===== config.mk =====
export PLATFORM = sky130hd
export DESIGN_NAME = pwm_multi_channel
export DESIGN_NICKNAME = d
export VERILOG_FILES = /design/src/rtl/pwm_multi_channel.sv
export SDC_FILE = /design/constraint.sdc
export NUM_CORES = 1
export LEC_CHECK = 0
export BUFFER_PORTS_ARGS = -buffer_cell sky130_fd_sc_hd__buf_2
export CAP_MARGIN = 0
export CORE_AREA = 2 2 114 116
export CTS_CLUSTER_DIAMETER = 100
export DETAILED_ROUTE_END_ITERATION = 8
export DIE_AREA = 0 0 116 118
export PLACE_DENSITY = 0.75
export SLEW_MARGIN = 30
export SYNTH_ARGS = -nofsm -noshare
export SYNTH_HDL_FRONTEND = slang
export SYNTH_SLANG_ARGS = --single-unit

===== constraint.sdc =====
create_clock -name clock -period 3.8 [get_ports clock]
set_input_delay 0.76 -clock clock [delete_from_list [all_inputs] [get_ports clock]]
set_output_delay 0.76 -clock clock [all_outputs]
set_load 0.05 [all_outputs]

===== src/rtl/pwm_multi_channel.sv =====
// N-channel PWM generator sharing one period counter, with double-buffered duties,
// per-channel enable/polarity, run-time edge/center modulation and a period-start strobe.
module pwm_multi_channel #(
  parameter int CHANNELS = 4,
  parameter int DUTY_W   = 8,
  parameter int PERIOD   = 2500,
  parameter int SCALE    = 10,
  parameter int DUTY_MAX = 250
) (
  input  logic                       clock,
  input  logic                       reset,
  input  logic                       enable,
  input  logic                       mode_center,
  input  logic [CHANNELS*DUTY_W-1:0] duty_in,
  input  logic                       duty_load,
  input  logic [CHANNELS-1:0]        ch_enable,
  input  logic [CHANNELS-1:0]        polarity,
  output logic [CHANNELS-1:0]        pwm_out,
  output logic                       period_start,
  output logic                       update_pending
);

  localparam int CNT_W = $clog2(PERIOD);
  localparam int CMP_W = DUTY_W + $clog2(SCALE) + 1;
  localparam int CMPX_W = (CNT_W > CMP_W) ? CNT_W : CMP_W;
  localparam int HALF  = PERIOD / 2;

  logic [CNT_W-1:0]           cnt_q, cnt_d;
  logic                       dir_q, dir_d;   // 0 = counting up, 1 = counting down
  logic                       mode_q;
  logic [CHANNELS*DUTY_W-1:0] pending_q, active_q;
  logic [CHANNELS-1:0]        pwm_q, pwm_d, raw;
  logic                       period_start_q, update_pending_q;
  logic                       last, transfer;

  // Compare is widened so duty*SCALE never truncates.
  function automatic logic raw_level(input logic [DUTY_W-1:0] duty,
                                     input logic              center,
                                     input logic [CNT_W-1:0]  cnt);
    logic [CMP_W-1:0] cmp;
    logic [CMP_W-1:0] thr;
    cmp = CMP_W'(duty) * CMP_W'(SCALE);
    thr = center ? (cmp >> 1) : cmp;
    if (32'(duty) >= 32'(DUTY_MAX)) return 1'b1;
    if (duty == '0) return 1'b0;
    return (CMPX_W'(cnt) < CMPX_W'(thr));
  endfunction

  always_comb begin
    last     = mode_q ? ((cnt_q == '0) && dir_q) : (cnt_q == CNT_W'(PERIOD - 1));
    transfer = !enable || last;
  end

  // Center mode holds each end value for one extra cycle so both modes span PERIOD cycles.
  always_comb begin
    cnt_d = cnt_q;
    dir_d = dir_q;
    if (!enable || last) begin
      cnt_d = '0;
      dir_d = 1'b0;
    end else if (!mode_q) begin
      cnt_d = cnt_q + 1'b1;
    end else if (!dir_q) begin
      if (cnt_q == CNT_W'(HALF - 1)) dir_d = 1'b1;
      else                           cnt_d = cnt_q + 1'b1;
    end else begin
      cnt_d = cnt_q - 1'b1;
    end
  end

  always_comb begin
    raw = '0;
    for (int i = 0; i < CHANNELS; i++) begin
      raw[i] = raw_level(active_q[i*DUTY_W +: DUTY_W], mode_q, cnt_q);
    end
    pwm_d = (raw & ch_enable & {CHANNELS{enable}}) ^ polarity;
  end

  always_ff @(posedge clock or negedge reset) begin
    if (!reset) begin
      cnt_q            <= '0;
      dir_q            <= 1'b0;
      mode_q           <= 1'b0;
      pending_q        <= '0;
      active_q         <= '0;
      pwm_q            <= '0;
      period_start_q   <= 1'b0;
      update_pending_q <= 1'b0;
    end else begin
      cnt_q          <= cnt_d;
      dir_q          <= dir_d;
      pwm_q          <= pwm_d;
      period_start_q <= enable && (cnt_q == '0) && !dir_q;
      if (duty_load) pending_q <= duty_in;
      // A load coinciding with the transfer lands one period later.
      if (transfer) begin
        active_q <= pending_q;
        mode_q   <= mode_center;
      end
      if (duty_load)     update_pending_q <= 1'b1;
      else if (transfer) update_pending_q <= 1'b0;
    end
  end

  assign pwm_out        = pwm_q;
  assign period_start   = period_start_q;
  assign update_pending = update_pending_q;

endmodule


* After elaboration in Yosys (flattened, before gate mapping) *
Cells that the tools add are included.

word-level totals
  register bits after elaboration = 84
  output and inout bits = 6
  RAM bits = 0
  logic and storage cells = 84
  memory bits (read-only) = 0
  memories kept = 0
  bits of input ports = 45
  latch bits = 0

operators by class
  muxes and demuxes = 43
  shift-type cells = 0
  $add $sub $neg = 2
  $mul = 4
  bitwise logic cells = 3
  reductions and logical operators = 13
  divide/modulo/power cells = 0
  $lt $le $gt $ge = 8
  equal/unequal tests = 3

operator list
  cell                   number
  $mux 12                8
  $lt 12x12->1           4
  $mul 8x3->11 const B   4
  $mux 1                 35
  $ge 8x8->1 const B     4
  $logic_not 8->1        4
  $add 12x1->12 const B  1
  $eq 12x11->1 const B   1
  $eq 12x12->1 const B   1
  $logic_not 12->1       1
  $sub 12x1->12 const B  1
  $and 4x4->4            2
  $ne 4x4->1 const B     1
  $reduce_bool 2->1      2
  $xor 4x4->4            1
  $logic_and 1x1->1      3
  $logic_not 1->1        2
  $logic_or 1x1->1       1

* Depth between registers and ports, before layout *
Gate-level depths: netlist of the first run.

  word-level depth = 8
  depth in mapped cells = 14
  depth with buffers taken out = 14

* Least setup slack after synthesis of the first run *
No wires, ideal clock.

  path kind = reg2reg
  start = reg active_q[2]
  end = reg pwm_q[0] (netlist: pwm_out[0])
  cell stages (with the launch flop) = 14
  path slack = 0.223 ns
  path buffers = 0
  library setup time = 0.124 ns
  period minus slack after synthesis = 3.577 ns
  required time = 3.676 ns
  arrival = 3.453 ns
  path through = dfrtp_1 > ha_1 > ha_1 > a21o_1 > a21o_1 > and4_1 > or4_1 > a22oi_1 > ha_1 > nand3_1 > nand2_1 > a221o_1 > a221o_1 > a211o_1

on the way
  longest elaborated chain between the ends = 8
  elaborated cells between the ends (all ways) = 14
  those cells by class = 1 x mul; 2 x order compare; 7 x mux; 3 x bitwise; 1 x reduce/logical

RTL lines
  what                                                    line    source
  from (decl)                                             31      logic [CHANNELS*DUTY_W-1:0] pending_q, active_q;
  from (signal assigned)                                  97      active_q <= pending_q;
  $mul 8x3->11 / $logic_not 8->1 (equally long branches)  42, 45
  $mux 12 / $mux 1 (equally long branches)                43, 45
  $lt 12x12->1 / $mux 1 (equally long branches)           46, 45
  $mux 1                                                  46      return (CMPX_W'(cnt) < CMPX_W'(thr));
  $mux 1 (*)                                              45      if (duty == '0) return 1'b0;
  $and 4x4->4 (*) (2 in series)                           76      pwm_d = (raw & ch_enable & {CHANNELS{enable}}) ^ polarity;
  $xor 4x4->4 (*)                                         76
  named net pwm_d[0]                                      32      logic [CHANNELS-1:0] pwm_q, pwm_d, raw;
  to (signal assigned)                                    92      pwm_q <= pwm_d;
  to (decl)                                               32

Mark *: on every way through the listed nets, which the timed path passes. The rest lies on a longest branch. The select of a mux whose other input is x is not followed.
A chain may end at the register's enable or synchronous reset.

* Final worst setup path of the first run *
Ends and elaborated chain as after synthesis.

==> reports/metrics.csv, run 1 <==
stage,metric,value,unit
place,Detailed Place HPWL,10.99,mm
yosys,synthesized flop and latch total,84,
cells_and_area,Area Growth Syn to Fin,11.89,%
grt,global-route wire length before repair,26.42,mm
clocking,Clock Sinks,84,
drt,DRT Pass-1 Iters,5,
cells_and_area,fill count,1033,
place,GP Congestion,0.8767,
timing,crit path time final,3713,ps
drt,routed vias,5549,
timing,clock skew,10.62,ps
power_and_ir_drop,power density over cell area,466.5,mW/mm²
timing,fmax,0.2693,GHz
clocking,clk slew on worst S/H paths,60,ps
floorplanning,Cell Rows,41,
clocking,maximum clock path buffer count,2,
clocking,worst skew pair latency,350,ps
cells_and_area,FF/Latch Area,0.002106,mm²
clocking,Root Buffer,clkbuf_16,
timing,final cycle utilization of the critical path,97.70,%
grt,pin count of the biggest net entering global routing,41,
cells_and_area,"leading cell type in the layout, fill and taps excluded",ha_1,
floorplanning,starting density of the core,54.31,%
yosys,asr flop ratio synth,100.0,%
floorplanning,die height,118,µm
setup_path,Setup crit end kind,flip-flop,
place,buffers added on ports,50,
clocking,H-Tree Depth,3,
drt,vias per std cell,6.242,
timing,RSZ-0062 raised after global routing,true,
place,dpl cell area,0.007151,mm²
yosys,library cells used by synthesis,63,
cells_and_area,fin area,0.007545,mm²
drt,antenna-violating nets left,0,
floorplanning,core area,0.01241,mm²
clocking,Post-CTS Hold Fix Bufs,0,
setup_path,Crit path arrival time,3940,ps
setup_path,R2R depth,13,
drt,starting DRC count in detailed routing,374,
grt,vias in the first global route,5649,
yosys,Syn Inst Count,669,
grt,grt ovf,0,
drt,final wirelength,15.65,mm
timing,Slew Limit Fails,0,
power_and_ir_drop,worst vdd ir,0.3242,mV
drt,wire length per cell,17.61,µm
floorplanning,die width,116,µm
cells_and_area,most frequent cells in the layout,"ha_1 (93), dfrtp_1 (81), mux2_2 (60)",
setup_path,crit-path max FO,4,
yosys,register area share after synthesis,31.17,%
yosys,ys flop type,dfrtp_1,
timing,Worst slew margin,47.89,%
timing,Setup TNS Final,0,ps
timing,# setup viols final,0,
cells_and_area,# diodes,0,
power_and_ir_drop,Pleak,3.511,nW
job,max cap viols,0,
floorplanning,num ports,51,
cells_and_area,post-layout net count,856,
yosys,Synth Warn #,0,
timing,worst slew pin tran,781.7,ps
run_status,outcome,finished clean,
grt,antenna violations before repair,0,
clocking,TritonCTS Buffers,9,
cells_and_area,footprint of the multi-input gates,0.004564,mm²
clocking,CTS tree,done,
yosys,number of flops mapped to enable cells by yosys,0,
yosys,syn_nets,813,
worst_hold_path,Hold/Removal Path Class,input pin to async pin,
timing,Final Hold Fails,0,
yosys,Post-Syn Area,0.006743,mm²
drt,post-route DRC violation count,0,
cells_and_area,layout cells sized above 1,22.18,%
setup_path,"Req. time, crit path",4030,ps
setup_path,critical path class,flip-flop to flip-flop,
grt,Tot GR Track Use,24.01,%
setup_path,startpoint types,flip-flop,
floorplanning,area of the die,0.01369,mm²
yosys,Syn Area/Cell,10.08,µm²
[layer usage]
metal	wire length, µm	track usage, %	part of all wire [%]
met2	7650	40.20	49
met3	569	3.038	3.6
met5	0	0	0
met4	388	10.04	2.5
met1	7043	31.05	45
[registers in the layout, indices dropped and copies added (netlist names)]
name,flops
mode_q,1
active_q,32
pwm_out,4
dir_q,1
period_start,1
update_pending,1
cnt_q,12
pending_q,32
[per-stage QoR]
| stage | total power [mW] | util (%) | hold slack, ps | setup WS (ps) | instances |
|---|---|---|---|---|---|
| after detailed placement | 2.573 | 57.60 | 481.2 | -39.15 | 871 |
| after global routing | 3.789 | 60.77 | 428.2 | -26.45 | 889 |
| after floorplan | 2.218 | - | 445.4 | 223.3 | 669 |
| after global placement | 2.486 | 57.60 | 470.0 | 149.2 | 871 |
| after CTS | 3.467 | 59.95 | 394.7 | 2.273 | 887 |
| final | 3.520 | 60.77 | 383.8 | 87.26 | 889 |
[area by class of cell]
cell class / instances / share of cell area [%]
clock buffer: 10 / 3.167
timing repair buffer: 62 / 4.544
sequential: 84 / 27.91
multi-input combinational: 547 / 60.50
clock inverter: 6 / 0.6302
inverter: 8 / 0.3980
tap: 172 / 2.852
[path summary, 6_finish.rpt]
check                                          startpoint                   endpoint  slack [ps]
max in group asynchronous                           reset   active_q[10]$_DFFE_PN0N_        2620
worst min register to register  pending_q[28]$_DFFE_PN0P_   active_q[28]$_DFFE_PN0N_         490
worst max-delay path              active_q[2]$_DFFE_PN0N_       pwm_out[0]$_DFF_PN0_          90
worst max register to register    active_q[2]$_DFFE_PN0N_       pwm_out[0]$_DFF_PN0_          90
worst min-delay path                                reset  pending_q[30]$_DFFE_PN0P_         380
min in group clock              pending_q[28]$_DFFE_PN0P_   active_q[28]$_DFFE_PN0N_         490
[report_power, final]
part / internal, mW / total (mW) / switching (mW)
registers: 0.988 / 1.10 / 0.113
clock network: 0.467 / 0.867 / 0.400
logic: 0.693 / 1.55 / 0.859
[worst max-delay path: stages (launching register included)]
cell and delay (ps):
dfrtp_1 440, ha_4 280, ha_1 290, a21o_1 150, a21o_1 200, and4_1 210, or4_4 510, a22oi_2 150
ha_1 270, nand3_1 90, nand2_1 60, a221o_1 360, a221o_1 300, a211o_1 280
[Yosys cell counts (3+ instances only)]
cell / number / share of area (%)
a21oi_1: 32 / 2.4
o41ai_1: 3 / 0.39
o22ai_1: 4 / 0.37
xor2_1: 10 / 1.3
o21ai_0: 28 / 2.1
nor4b_1: 6 / 0.78
ha_1: 95 / 18
dfrtp_1: 84 / 31
buf_1: 3 / 0.17
nor4_1: 18 / 1.7
o21a_1: 7 / 0.78
or3_1: 4 / 0.37
a311o_1: 3 / 0.45
nand4_1: 10 / 0.93
fa_1: 4 / 1.2
nand2_1: 42 / 2.3
a22oi_1: 5 / 0.56
nand2b_1: 4 / 0.37
mux2i_1: 34 / 5.0
inv_1: 8 / 0.45
a21o_1: 15 / 1.7
nand3b_1: 3 / 0.33
clkbuf_1: 22 / 1.2
nor3_1: 14 / 1.0
xnor2_1: 13 / 1.7
mux2_1: 3 / 0.50
a221o_1: 3 / 0.45
a2111oi_0: 5 / 0.65
o211ai_1: 5 / 0.56
a211oi_1: 4 / 0.45
and2_1: 3 / 0.28
nand3_1: 16 / 1.2
nor2_1: 46 / 2.6
o31ai_1: 3 / 0.33
nor2b_1: 5 / 0.46
mux2_2: 60 / 10
nor4bb_1: 4 / 0.59
and4_1: 6 / 0.78
a221oi_1: 3 / 0.39
[timing repair]
item | CTS | global route
pin swaps | 0 | 6
buffers inserted | 0 | 2
endpoints found under the setup margin | 2 | 4
gates cloned | 0 | 0
resized for setup | 2 | 19
[logic make-up (layout without fill, tap and decap cells)]
kind of cell	Yosys count	in the layout	share of synthesized area, %
buf+inv	38	86	2.468
flops	84	84	31.17
fa+ha+maj	99	99	18.82
simple gates	190	190	14.92
compound gates	138	138	14.07
mux	97	97	15.57
xor+xnor	23	23	2.988
(Power assumes the default switching activity.)
==> inputs of run 2 (changes only) <==
--- a/config.mk
+++ b/config.mk
@@ -12,6 +12,7 @@
 export DETAILED_ROUTE_END_ITERATION = 8
 export DIE_AREA = 0 0 116 118
 export PLACE_DENSITY = 0.75
+export RECOVER_POWER = 25
 export SLEW_MARGIN = 30
 export SYNTH_ARGS = -nofsm -noshare
 export SYNTH_HDL_FRONTEND = slang
==> reports/metrics.csv, run 2 (same netlist as run 1, synthesis figures left out) <==
stage,metric,value,unit
power_and_ir_drop,Total Power,3.519,mW
timing,# setup viols final,0,
clocking,H-Tree Depth,3,
cells_and_area,fin util,60.71,%
power_and_ir_drop,power density over cell area,466.8,mW/mm²
run_status,failing checks,"max-capacitance violations, max-slew violations",
setup_path,R2R depth,13,
drt,vias per std cell,6.237,
cells_and_area,fin area,0.007537,mm²
run_status,outcome,finished with violations,
place,dpl cell area,0.007151,mm²
grt,vias in the first global route,5649,
cells_and_area,biggest regs,"active_q x32, pending_q x32, cnt_q x12",
cells_and_area,post-layout net count,856,
cells_and_area,# diodes,0,
grt,pin count of the biggest net entering global routing,41,
place,Detailed Place HPWL,10.99,mm
power_and_ir_drop,worst vdd ir,0.3242,mV
cells_and_area,fill count,1036,
clocking,TritonCTS Buffers,9,
drt,routed vias,5545,
timing,final hold slack,486.8,ps
setup_path,startpoint types,flip-flop,
setup_path,critical path class,flip-flop to flip-flop,
job,max cap viols,1,
cells_and_area,most frequent cells in the layout,"ha_1 (93), dfrtp_1 (81), mux2_2 (60)",
timing,fmax,0.2693,GHz
setup_path,"Req. time, crit path",4030,ps
power_and_ir_drop,Pleak,3.504,nW
grt,Tot GR Track Use,24.01,%
clocking,maximum clock path buffer count,2,
floorplanning,num ports,51,
cells_and_area,layout cells sized above 1,21.90,%
timing,worst slew pin tran,2178,ps
floorplanning,Cell Rows,41,
drt,DRT Pass-1 Iters,5,
setup_path,r2r startpoint,active_q[2]$_DFFE_PN0N_,
grt,global-route wire length before repair,26.42,mm
drt,starting DRC count in detailed routing,375,
setup_path,Critical Path End,pwm_out[0]$_DFF_PN0_,
timing,crit path time final,3713,ps
clocking,CTS tree,done,
drt,antenna-violating nets left,0,
place,buffers added on ports,50,
cells_and_area,Area Growth Syn to Fin,11.78,%
clocking,clk slew on worst S/H paths,60,ps
timing,clock skew,10.62,ps
cells_and_area,FF/Latch Area,0.002106,mm²
setup_path,Reg2Reg Setup Slack,90,ps
drt,final wirelength,15.65,mm
clocking,Root Buffer,clkbuf_16,
floorplanning,die width,116,µm
place,GP Congestion,0.8767,
setup_path,Crit path arrival time,3940,ps
floorplanning,die height,118,µm
worst_hold_path,Hold/Removal Path Class,flip-flop to flip-flop,
cells_and_area,footprint of the multi-input gates,0.004564,mm²
drt,post-route DRC violation count,0,
timing,Final Hold Fails,0,
cells_and_area,"leading cell type in the layout, fill and taps excluded",ha_1,
floorplanning,area of the die,0.01369,mm²
setup_path,Setup crit end kind,flip-flop,
drt,wire length per cell,17.60,µm
timing,final cycle utilization of the critical path,97.71,%
floorplanning,core area,0.01241,mm²
timing,Worst slew margin,-45.22,%
timing,Slew Limit Fails,39,
setup_path,crit path from,active_q[2]$_DFFE_PN0N_,
timing,RSZ-0062 raised after global routing,true,
grt,antenna violations before repair,0,
clocking,Clock Sinks,84,
grt,grt ovf,0,
floorplanning,starting density of the core,54.31,%
setup_path,crit-path max FO,4,
clocking,worst skew pair latency,350,ps
setup_path,RR Endpoint,pwm_out[0]$_DFF_PN0_,
run 2: cell types whose count changed in the layout (fill, tap and decap cells not counted), sizes merged:
cell	before	now
buf	62	60
clkbuf	10	12
run 2: metal layers:
layer / track usage, % / wire length [µm]
met5: 0 / 0
met4: 10.04 / 388
met3: 3.038 / 593
met2: 40.20 / 7628
met1: 31.05 / 7034
run 2: final cells by class:
class / instances / area share [%]
clock inverters: 6 / 0.6308
flip-flops and latches: 84 / 27.94
inverters: 8 / 0.3984
clock buffers: 10 / 3.171
well taps: 172 / 2.855
repair buffers: 62 / 4.449
multi-input cells: 547 / 60.56
run 2: what timing repair did:
action                                  CTS  global route
endpoints found under the setup margin    2             4
gates resized for setup                   2            19
setup buffers                             0             2
pin swaps                                 0             6
hold buffers                              0             0
run 2: where the power goes:
group          switching [mW]  internal (mW)
logic                   0.859          0.692
registers               0.113          0.988
clock network           0.400          0.467
run 2: through the flow:
stage               setup WS [ps]  cells  TNS [ps]
finish                      87.11    889         0
CTS                         2.273    887         0
global route               -26.45    889    -36.02
floorplan                   223.3    669         0
global placement            149.2    871         0
detailed placement         -39.15    871    -44.84
run 2: how the worst min path moves through the flow:
stage | slack [ps] | cells after the start | start | endpoint
final | 490 | 1 | pending_q[28]$_DFFE_PN0P_ | active_q[28]$_DFFE_PN0N_
after global routing | 510 | 1 | pending_q[28]$_DFFE_PN0P_ | active_q[28]$_DFFE_PN0N_
after CTS | 390 | 1 | reset | pending_q[8]$_DFFE_PN0P_
after detailed placement | 480 | 1 | pending_q[28]$_DFFE_PN0P_ | active_q[28]$_DFFE_PN0N_
after global placement | 470 | 1 | pending_q[29]$_DFFE_PN0P_ | active_q[29]$_DFFE_PN0N_
after floorplan | 450 | 2 | pending_q[7]$_DFFE_PN0P_ | active_q[7]$_DFFE_PN0N_
run 2: worst max-delay path: stages, from the launching register on:
cell and delay, ps:
dfrtp_1 440, ha_4 280, ha_1 290, a21o_1 150, a21o_1 200, and4_1 210, or4_4 510, a22oi_2 150
ha_1 270, nand3_1 90, nand2_1 60, a221o_1 360, a221o_1 300, a211o_1 280
